===== src/rtl/div_pkg.sv =====
// div_pkg: shared types and constants for the sequential restoring divider.
package div_pkg;
    typedef enum logic [1:0] {IDLE, CALC, DONE} div_state_t;
    localparam int DIV_N = 16;
    localparam int DIV_CW = $clog2(DIV_N);
endpackage


===== src/rtl/div_step.sv =====
// div_step: one combinational restoring-division iteration (shift in a dividend bit, trial subtract).
module div_step #(
    parameter int N = 16
) (
    input  logic [N:0]   rem,
    input  logic         q_msb,
    input  logic [N-1:0] divisor,
    output logic [N:0]   rem_next,
    output logic         q_bit
);
    logic [N+1:0] diff;
    // One guard bit above the N+1-bit trial so its sign is read off a single bit
    assign diff     = {rem, q_msb} - {2'b00, divisor};
    assign q_bit    = ~diff[N+1];
    assign rem_next = q_bit ? diff[N:0] : {rem[N-1:0], q_msb};
endmodule


===== src/rtl/seq_divider.sv =====
// seq_divider: radix-2 restoring unsigned divider, one quotient bit per clock, valid/ready on both sides.
module seq_divider
    import div_pkg::*;
#(
    parameter int N = DIV_N
) (
    input  logic         clk,
    input  logic         rst_n,
    input  logic         in_valid,
    output logic         in_ready,
    input  logic [N-1:0] dividend,
    input  logic [N-1:0] divisor,
    output logic         out_valid,
    input  logic         out_ready,
    output logic [N-1:0] quotient,
    output logic [N-1:0] remainder,
    output logic         div_by_zero
);
    localparam int CW = $clog2(N);
    div_state_t state, next;
    logic [CW-1:0] cnt;
    logic [N:0]    rem, rem_next;
    logic [N-1:0]  q, dsr;
    logic          dbz, q_bit;
    div_step #(.N(N)) u_step (
        .rem      (rem),
        .q_msb    (q[N-1]),
        .divisor  (dsr),
        .rem_next (rem_next),
        .q_bit    (q_bit)
    );
    always_comb begin
        next = state;
        if (state == IDLE)
            next = in_valid ? (divisor == '0 ? DONE : CALC) : IDLE;
        else if (state == CALC)
            next = cnt == '0 ? DONE : CALC;
        else
            next = out_ready ? IDLE : DONE;
    end
    always_ff @(posedge clk) begin
        if (!rst_n) begin
            state <= IDLE;
            cnt   <= '0;
            rem   <= '0;
            q     <= '0;
            dsr   <= '0;
            dbz   <= 1'b0;
        end else begin
            state <= next;
            if (state == IDLE && in_valid) begin
                dsr <= divisor;
                cnt <= CW'(N - 1);
                q   <= divisor == '0 ? '1 : dividend;
                rem <= divisor == '0 ? {1'b0, dividend} : '0;
                dbz <= divisor == '0;
            end else if (state == CALC) begin
                rem <= rem_next;
                q   <= {q[N-2:0], q_bit};
                cnt <= cnt - 1'b1;
            end
        end
    end
    // Outputs come straight from registers; the quotient register doubles as the dividend shifter
    assign in_ready    = state == IDLE;
    assign out_valid   = state == DONE;
    assign quotient    = q;
    assign remainder   = rem[N-1:0];
    assign div_by_zero = dbz;
endmodule

===== config.mk =====
export PLATFORM = sky130hd
export DESIGN_NAME = seq_divider
export DESIGN_NICKNAME = d
export VERILOG_FILES = /design/src/rtl/div_pkg.sv /design/src/rtl/div_step.sv /design/src/rtl/seq_divider.sv
export SDC_FILE = /design/constraint.sdc
export NUM_CORES = 1
export LEC_CHECK = 0
export ABC_AREA = 1
export CAP_MARGIN = 25
export CORE_UTILIZATION = 49
export DETAILED_ROUTE_END_ITERATION = 7
export PLACE_DENSITY = 0.78
export SYNTH_ARGS = -nofsm -noshare
export SYNTH_HDL_FRONTEND = slang
export SYNTH_SLANG_ARGS = --single-unit

===== constraint.sdc =====
create_clock -name clk -period 2.1 [get_ports clk]
set_input_delay 0.63 -clock clk [delete_from_list [all_inputs] [get_ports clk]]
set_output_delay 0.63 -clock clk [all_outputs]
set_load 0.01 [all_outputs]

==> results of run 1 <==
## Yosys cell counts
cell	instances	area [um^2]
or2_2	1	6.26
nor2_4	1	11.3
nor2_8	1	20.0
nor3_1	2	10.0
inv_2	8	30.0
nand2_4	1	11.3
clkinv_1	4	15.0
clkbuf_1	12	45.0
o21a_1	2	15.0
dfxtp_1	56	1120
nand4_1	3	18.8
nand3b_1	2	15.0
nand2_8	5	100
nand2_2	24	150
nand3_4	2	35.0
and2_1	1	6.26
a21oi_2	20	175
xor2_1	5	43.8
o21ai_0	53	265
nand3_1	31	155
o21ai_1	1	5.00
nor2_1	34	128
nand2_1	93	349
xnor2_1	2	17.5
fa_1	1	20.0
and3_1	1	6.26
nand3_2	20	200
buf_2	6	30.0
o22ai_1	16	100
nor2_2	4	25.0
a21oi_1	57	285
buf_4	19	143
inv_1	79	297
ha_1	17	213
o21ai_2	1	8.76
## cell families after synthesis
family,count (synthesis),synth area share
flops,56,0.275
fa+ha+maj,18,0.0571
compound gates,150,0.210
xor+xnor,7,0.0150
buf+inv,128,0.137
simple gates,226,0.306
## sequential cells by signal, indices dropped and copies added (netlist names)
name,count
rem,17
dsr,16
quotient,16
cnt,4
state,2
div_by_zero,1
## repair_timing
action | 4_1_cts | 5_1_grt
pin swaps | 0 | 5
setup endpoints to repair | 5 | 18
cloned | 0 | 3
gates resized for setup | 3 | 31
setup buffers | 0 | 2
## area by class of cell
| class | instances | share of cell area |
|---|---|---|
| Clock buffer | 5 | 0.0132 |
| Clock inverter | 3 | 0.00504 |
| Timing Repair Buffer | 98 | 0.180 |
| Sequential cell | 56 | 0.217 |
| Multi-Input combinational cell | 404 | 0.495 |
| Inverter | 91 | 0.0656 |
| Tap cell | 102 | 0.0245 |
## worst paths after layout
| path | endpoint | slack (ps) | depth (start not counted) |
|---|---|---|---|
| max | remainder[5] | 50 | 2 |
| min | dsr[9] | 480 | 2 |
| max reg2reg | rem[8] | 80 | 13 |
| min reg2reg | dsr[9] | 480 | 2 |
## worst max-delay path: cells and delay by family, from the launching register on
| kind | cells | cell delay (ps) |
|---|---|---|
| buffers and inverters | 2 | 680 |
| DFF | 1 | 410 |
## layout by cell type, fill, tap and decap left out, drive strengths merged, types with 3 or more instances in the layout
cell type,instances
nand4,3
inv,89
dfxtp,56
nor2,40
xor2,5
o21ai,55
a21oi,77
o22ai,16
clkbuf,5
ha,17
clkdlybuf4s50,70
nand2,124
nand3,55
buf,28
clkinv,3
## power by group
part | switching (mW) | leakage [nW] | total (mW) | internal (mW)
Clock | 0.418 | 0.0423 | 0.662 | 0.244
Combinational | 2.34 | 1.76 | 3.94 | 1.60
Sequential | 0.187 | 0.467 | 1.43 | 1.25
## stage by stage
stage	setup slack, ps	area (um^2)	util
floorplan	183	4080	-
global placement	-110	4910	0.622
detailed placement	-97.8	4910	0.622
CTS	4.67	5010	0.635
global route	-30.4	5210	0.661
finish	52.7	5210	0.661
## routing by layer
layer  vias to the layer above  global-route usage
li1                       2038                   -
met1                      1920               0.316
met2                       134               0.453
met3                        21              0.0325
met4                         0              0.0692
met5                         -                   0
==> metrics.md, run 1 <==
| Metric | Value |
|---|---|
| Hold_ws | `476 ps` |
| Setup TNS | `0 ps` |
| CP arrival | `1420 ps` |
| Power Dens Cells | `1160 nW/um^2` |
| H-tree Lvls | `2` |
| Worst setup EP type | `output pin` |
| Startpoint Class | `register` |
| Total GRT Usage | `0.253` |
| Worst setup startpoint | `rem[5]` |
| Port Buffer Count | `70` |
| M1 wire length | `4830 um` |
| # rows | `32` |
| Setup violations, final | `0` |
| Vias per inst | `5.42` |
| Filler-free cell count of the finished design | `759` |
| DRC errors left | `0` |
| CTS hold repair buffers | `0` |
| Core Area | `7890 um^2` |
| # fillers | `700` |
| Drt wl/cell | `15.1 um` |
| Initial antenna violation count | `0` |
| Initial detailed-routing violation count | `262` |
| GRT overflow | `0` |
| Area Growth Syn to Fin | `27.8%` |
| Post-route ant nets | `0` |
| Sequential area share after synthesis | `0.275` |
| Met3 WL post-DR | `586 um` |
| Peak supply drop | `701 uV` |
| Post-synth net total | `639` |
| Post-Syn Area | `4080 um^2` |
| Drt total wl | `11500 um` |
| Layout cells sized above 1 | `0.239` |
| Multi-input logic area | `2580 um^2` |
| Crit path kind | `reg2out` |
| Clock Tree Root | `clkbuf_8` |
| GPL Wtd Cong | `0.876` |
| Detailed-route via count | `4113` |
| DR pass1 iterations | `5` |
| Pins Over Slew Limit | `0` |
| Max Freq | `0.488 GHz` |
| Clock-pin slew on the worst setup and hold paths | `120 ps` |
| Worst-Margin Slew | `410 ps` |
| DR WL met2 | `5850 um` |
| Maximum root-to-sink buffer count | `2` |
| Largest net degree at the start of global routing | `54` |
| CTS sink count | `56` |
| Die ar. | `8690 um^2` |
| DPL Wire Length | `8450 um` |
| Skew final | `10.7 ps` |
| Fin. Hold Viols | `0` |
| Final nets | `710` |
| Warnings, synthesis | `0` |
| CP required | `1470 ps` |
| TritonCTS clock tree | `done` |
| Reg2Reg Launch Point | `quotient[15]` |
| DIE HEIGHT | `93.2 um` |
| FF+latch count, synth | `56` |
| Critical Path Max Stage Delay | `530 ps` |
| Antenna cells | `0` |
| Die Wd | `93.2 um` |
| Initial core utilization | `0.517` |
| Hold_sp | `dsr[9]` |
| DP Cell Count | `746` |
| # Max-Cap Violations | `0` |
| DR top layer | `met4` |
| First-pass GRT wire length | `17500 um` |
| Tmin final | `2050 ps` |
| Critical Path Fanout Max | `3` |
| Clk_lat worst skew | `320 ps` |
| P_leak | `2.27 nW` |
| Cells after synthesis | `585` |
| Vias in the first global route | `3776` |
| Syn Area/Cell | `6.97 um^2` |
| Synth cell types | `35` |
| Post-route clock period utilization | `0.975` |
| CP Cell Sequence | `buf_4, clkdlybuf4s50_1` |
| CP max-delay cell | `clkdlybuf4s50_1` |
| Num CTS Buffers | `5` |
| HP Class | `reg2reg` |
| Slew HR | `0.726` |
| Status | `completed` |
| Register area | `1130 um^2` |
| # IOs | `71` |
| Final Power | `6.04 mW` |
No activity file was read; power rests on OpenSTA's default activity.
==> run 2: changes to the inputs <==
==> constraint.sdc (replaced) <==
create_clock -name clk -period 1.7 [get_ports clk]
set_input_delay 0.51 -clock clk [delete_from_list [all_inputs] [get_ports clk]]
set_output_delay 0.51 -clock clk [all_outputs]
set_load 0.01 [all_outputs]
==> metrics.md, run 2 (synthesis results as in run 1) <==
| Metric | Value |
|---|---|
| Status | `complete, but fails checks (was completed)` |
| Violated checks | `setup timing` |
| Power Dens Cells | `1480 nW/um^2 (was 1160 nW/um^2)` |
| Clk_lat worst skew | `320 ps (about the same)` |
| Met3 WL post-DR | `618 um (was 586 um)` |
| Clock-pin slew on the worst setup and hold paths | `110 ps (was 120 ps)` |
| Skew final | `10.3 ps (was 10.7 ps)` |
| Commonest non-fill, non-tap cell in the layout | `buf_4 (was nand2_1)` |
| Vias in the first global route | `4252 (was 3776)` |
| CTS sink count | `56 (unchanged)` |
| # IOs | `71 (unchanged)` |
| DPL Wire Length | `9100 um (was 8450 um)` |
| DR pass1 iterations | `5 (unchanged)` |
| Worst-Margin Slew | `438 ps (was 410 ps)` |
| Startpoint Class | `register (unchanged)` |
| DR WL met2 | `6580 um (was 5850 um)` |
| Initial antenna violation count | `0 (unchanged)` |
| Slew HR | `0.708 (was 0.726)` |
| # Max-Cap Violations | `0 (unchanged)` |
| # rows | `32 (unchanged)` |
| TritonCTS clock tree | `done (unchanged)` |
| Top reg by flops | `rem (unchanged)` |
| Vias per inst | `5.47 (was 5.42)` |
| CP required | `1950 ps (was 1470 ps)` |
| GRT overflow | `0 (unchanged)` |
| Die ar. | `8690 um^2 (unchanged)` |
| CTS hold repair buffers | `0 (unchanged)` |
| GPL Wtd Cong | `0.908 (was 0.876)` |
| Initial detailed-routing violation count | `296 (was 262)` |
| CP max-delay cell | `dfxtp_1 (was clkdlybuf4s50_1)` |
| CP Cell Sequence | `inv_2, ha_4, buf_4, nand2_1, nor2_1, nand3_1, nand3_1, nand2_1, nand2_1, inv_1, nand3_1, nand3_2, a21oi_2 (was buf_4, clkdlybuf4s50_1)` |
| Core Area | `7890 um^2 (unchanged)` |
| Setup violations, final | `33 (was 0)` |
| Area Growth Syn to Fin | `49.4% (was 27.8%)` |
| CP top delay family | `simple AND/OR/NAND/NOR gates (was buffers and inverters)` |
| Num CTS Buffers | `5 (unchanged)` |
| Max Freq | `0.504 GHz` |
| DRC errors left | `0 (unchanged)` |
| RSZ-0062 raised after global routing | `yes` |
| Pins Over Slew Limit | `0 (unchanged)` |
| Post-route clock period utilization | `1.17` |
| First-pass GRT wire length | `20300 um (was 17500 um)` |
| Antenna cells | `0 (unchanged)` |
| Hold_ws | `486 ps (was 476 ps)` |
| Final instance area | `6090 um^2 (was 5210 um^2)` |
| Most frequent cells in the layout | `buf_4, nand2_1, inv_1, a21oi_1, o21ai_0 (was nand2_1, inv_1, clkdlybuf4s50_1, a21oi_1, o21ai_0)` |
| Filler-free cell count of the finished design | `827 (was 759)` |
| Drt wl/cell | `15.7 um (was 15.1 um)` |
| Final nets | `778 (was 710)` |
| Tmin final | `1980 ps` |
| Fin. Hold Viols | `0 (unchanged)` |
| # fillers | `558 (was 700)` |
| H-tree Lvls | `2 (unchanged)` |
| Post-route ant nets | `0 (unchanged)` |
| Final Power | `9.00 mW (was 6.04 mW)` |
| Port Buffer Count | `70 (unchanged)` |
| Peak supply drop | `697 uV (was 701 uV)` |
| CP arrival | `2230 ps (was 1420 ps)` |
| Detailed-route via count | `4527 (was 4113)` |
| Setup ws final | `-283 ps (was 52.7 ps)` |
| Die Wd | `93.2 um (unchanged)` |
| Worst setup EP type | `register (was output pin)` |
| Area after DPL | `5560 um^2 (was 4910 um^2)` |
| Maximum root-to-sink buffer count | `2 (unchanged)` |
| WP buf/inv | `3 (was 2)` |
| P_leak | `2.80 nW (was 2.27 nW)` |
| Initial core utilization | `0.517 (unchanged)` |
| Max reg flops | `17 (unchanged)` |
| Layout cells sized above 1 | `0.400 (was 0.239)` |
| Largest net degree at the start of global routing | `54 (unchanged)` |
| Critical Path Fanout Max | `3 (unchanged)` |
| Critical Path Max Stage Delay | `340 ps (was 530 ps)` |
| HP Class | `reg2reg (unchanged)` |
| M1 wire length | `5270 um (was 4830 um)` |
| DR top layer | `met4 (unchanged)` |
| DP Cell Count | `804 (was 746)` |
| Total GRT Usage | `0.295 (was 0.253)` |
| Clock Tree Root | `clkbuf_8 (unchanged)` |
| Drt total wl | `13000 um (was 11500 um)` |
| Crit path kind | `reg2reg (was reg2out)` |
| DIE HEIGHT | `93.2 um (unchanged)` |
run 2: cell types whose count changed in the layout (fill, tap and decap cells not counted), moves of 5 or more:
cell | before | now
nand2_2 | 27 | 36
dlygate4sd2_1 | 0 | 34
nand2_1 | 90 | 73
inv_2 | 11 | 21
nand3_1 | 30 | 22
buf_4 | 26 | 88
nand2_4 | 2 | 10
inv_1 | 77 | 66
dfxtp_1 | 49 | 31
dfxtp_2 | 7 | 16
ha_4 | 9 | 16
dfxtp_4 | 0 | 9
nor2_1 | 33 | 28
clkdlybuf4s50_1 | 70 | 35
run 2: final cells by class:
type	count	area (um^2)	share of cell area
flip-flops and latches	56	1170	0.193
clock buffers	6	72.6	0.0119
well taps	102	128	0.0209
inverters	91	345	0.0567
multi-input cells	407	2920	0.480
clock inverters	2	38.8	0.00637
repair buffers	163	1410	0.231
run 2: worst paths after layout:
kind | cells past startpoint | from | slack (ps) | endpoint
setup / recovery | 13 | dsr[8] | -280 | rem[10]
hold reg to reg | 2 | dsr[12] | 490 | dsr[12]
hold / removal | 2 | dsr[12] | 490 | dsr[12]
setup reg to reg | 13 | dsr[8] | -280 | rem[10]
run 2: worst min-delay path: cells and delay by family, from the launching register on:
kind                   cells  cell delay [ps]
flip-flops                 1              340
buffers and inverters      1               70
AO/OA/AOI/OAI              1               60
run 2: metal layers:
layer  vias up  GRT usage
met1      2106      0.363
li1       2192          -
met5         -          0
met2       190      0.529
met3        39     0.0358
met4         0      0.103
run 2: timing repair:
item / CTS / global route
endpoints found under the setup margin: 68 / 34
cloned: 6 / 0
buffers inserted: 5 / 4
pin swaps: 21 / 13
gates resized for setup: 103 / 31
run 2: report_power, final:
group | switching [mW] | internal [mW] | total, mW
Combinational | 3.55 | 2.71 | 6.27
Sequential | 0.219 | 1.57 | 1.79
Clock | 0.497 | 0.447 | 0.944
Total | 4.27 | 4.73 | 9.00
run 2: through the flow:
| stage | setup WS, ps | TNS (ps) | utilization |
|---|---|---|---|
| floorplan | -69.1 | -98.7 | - |
| global placement | -348 | -10440 | 0.704 |
| detailed placement | -405 | -12750 | 0.704 |
| CTS | -216 | -3380 | 0.750 |
| global route | -348 | -7810 | 0.772 |
| finish | -283 | -5520 | 0.772 |
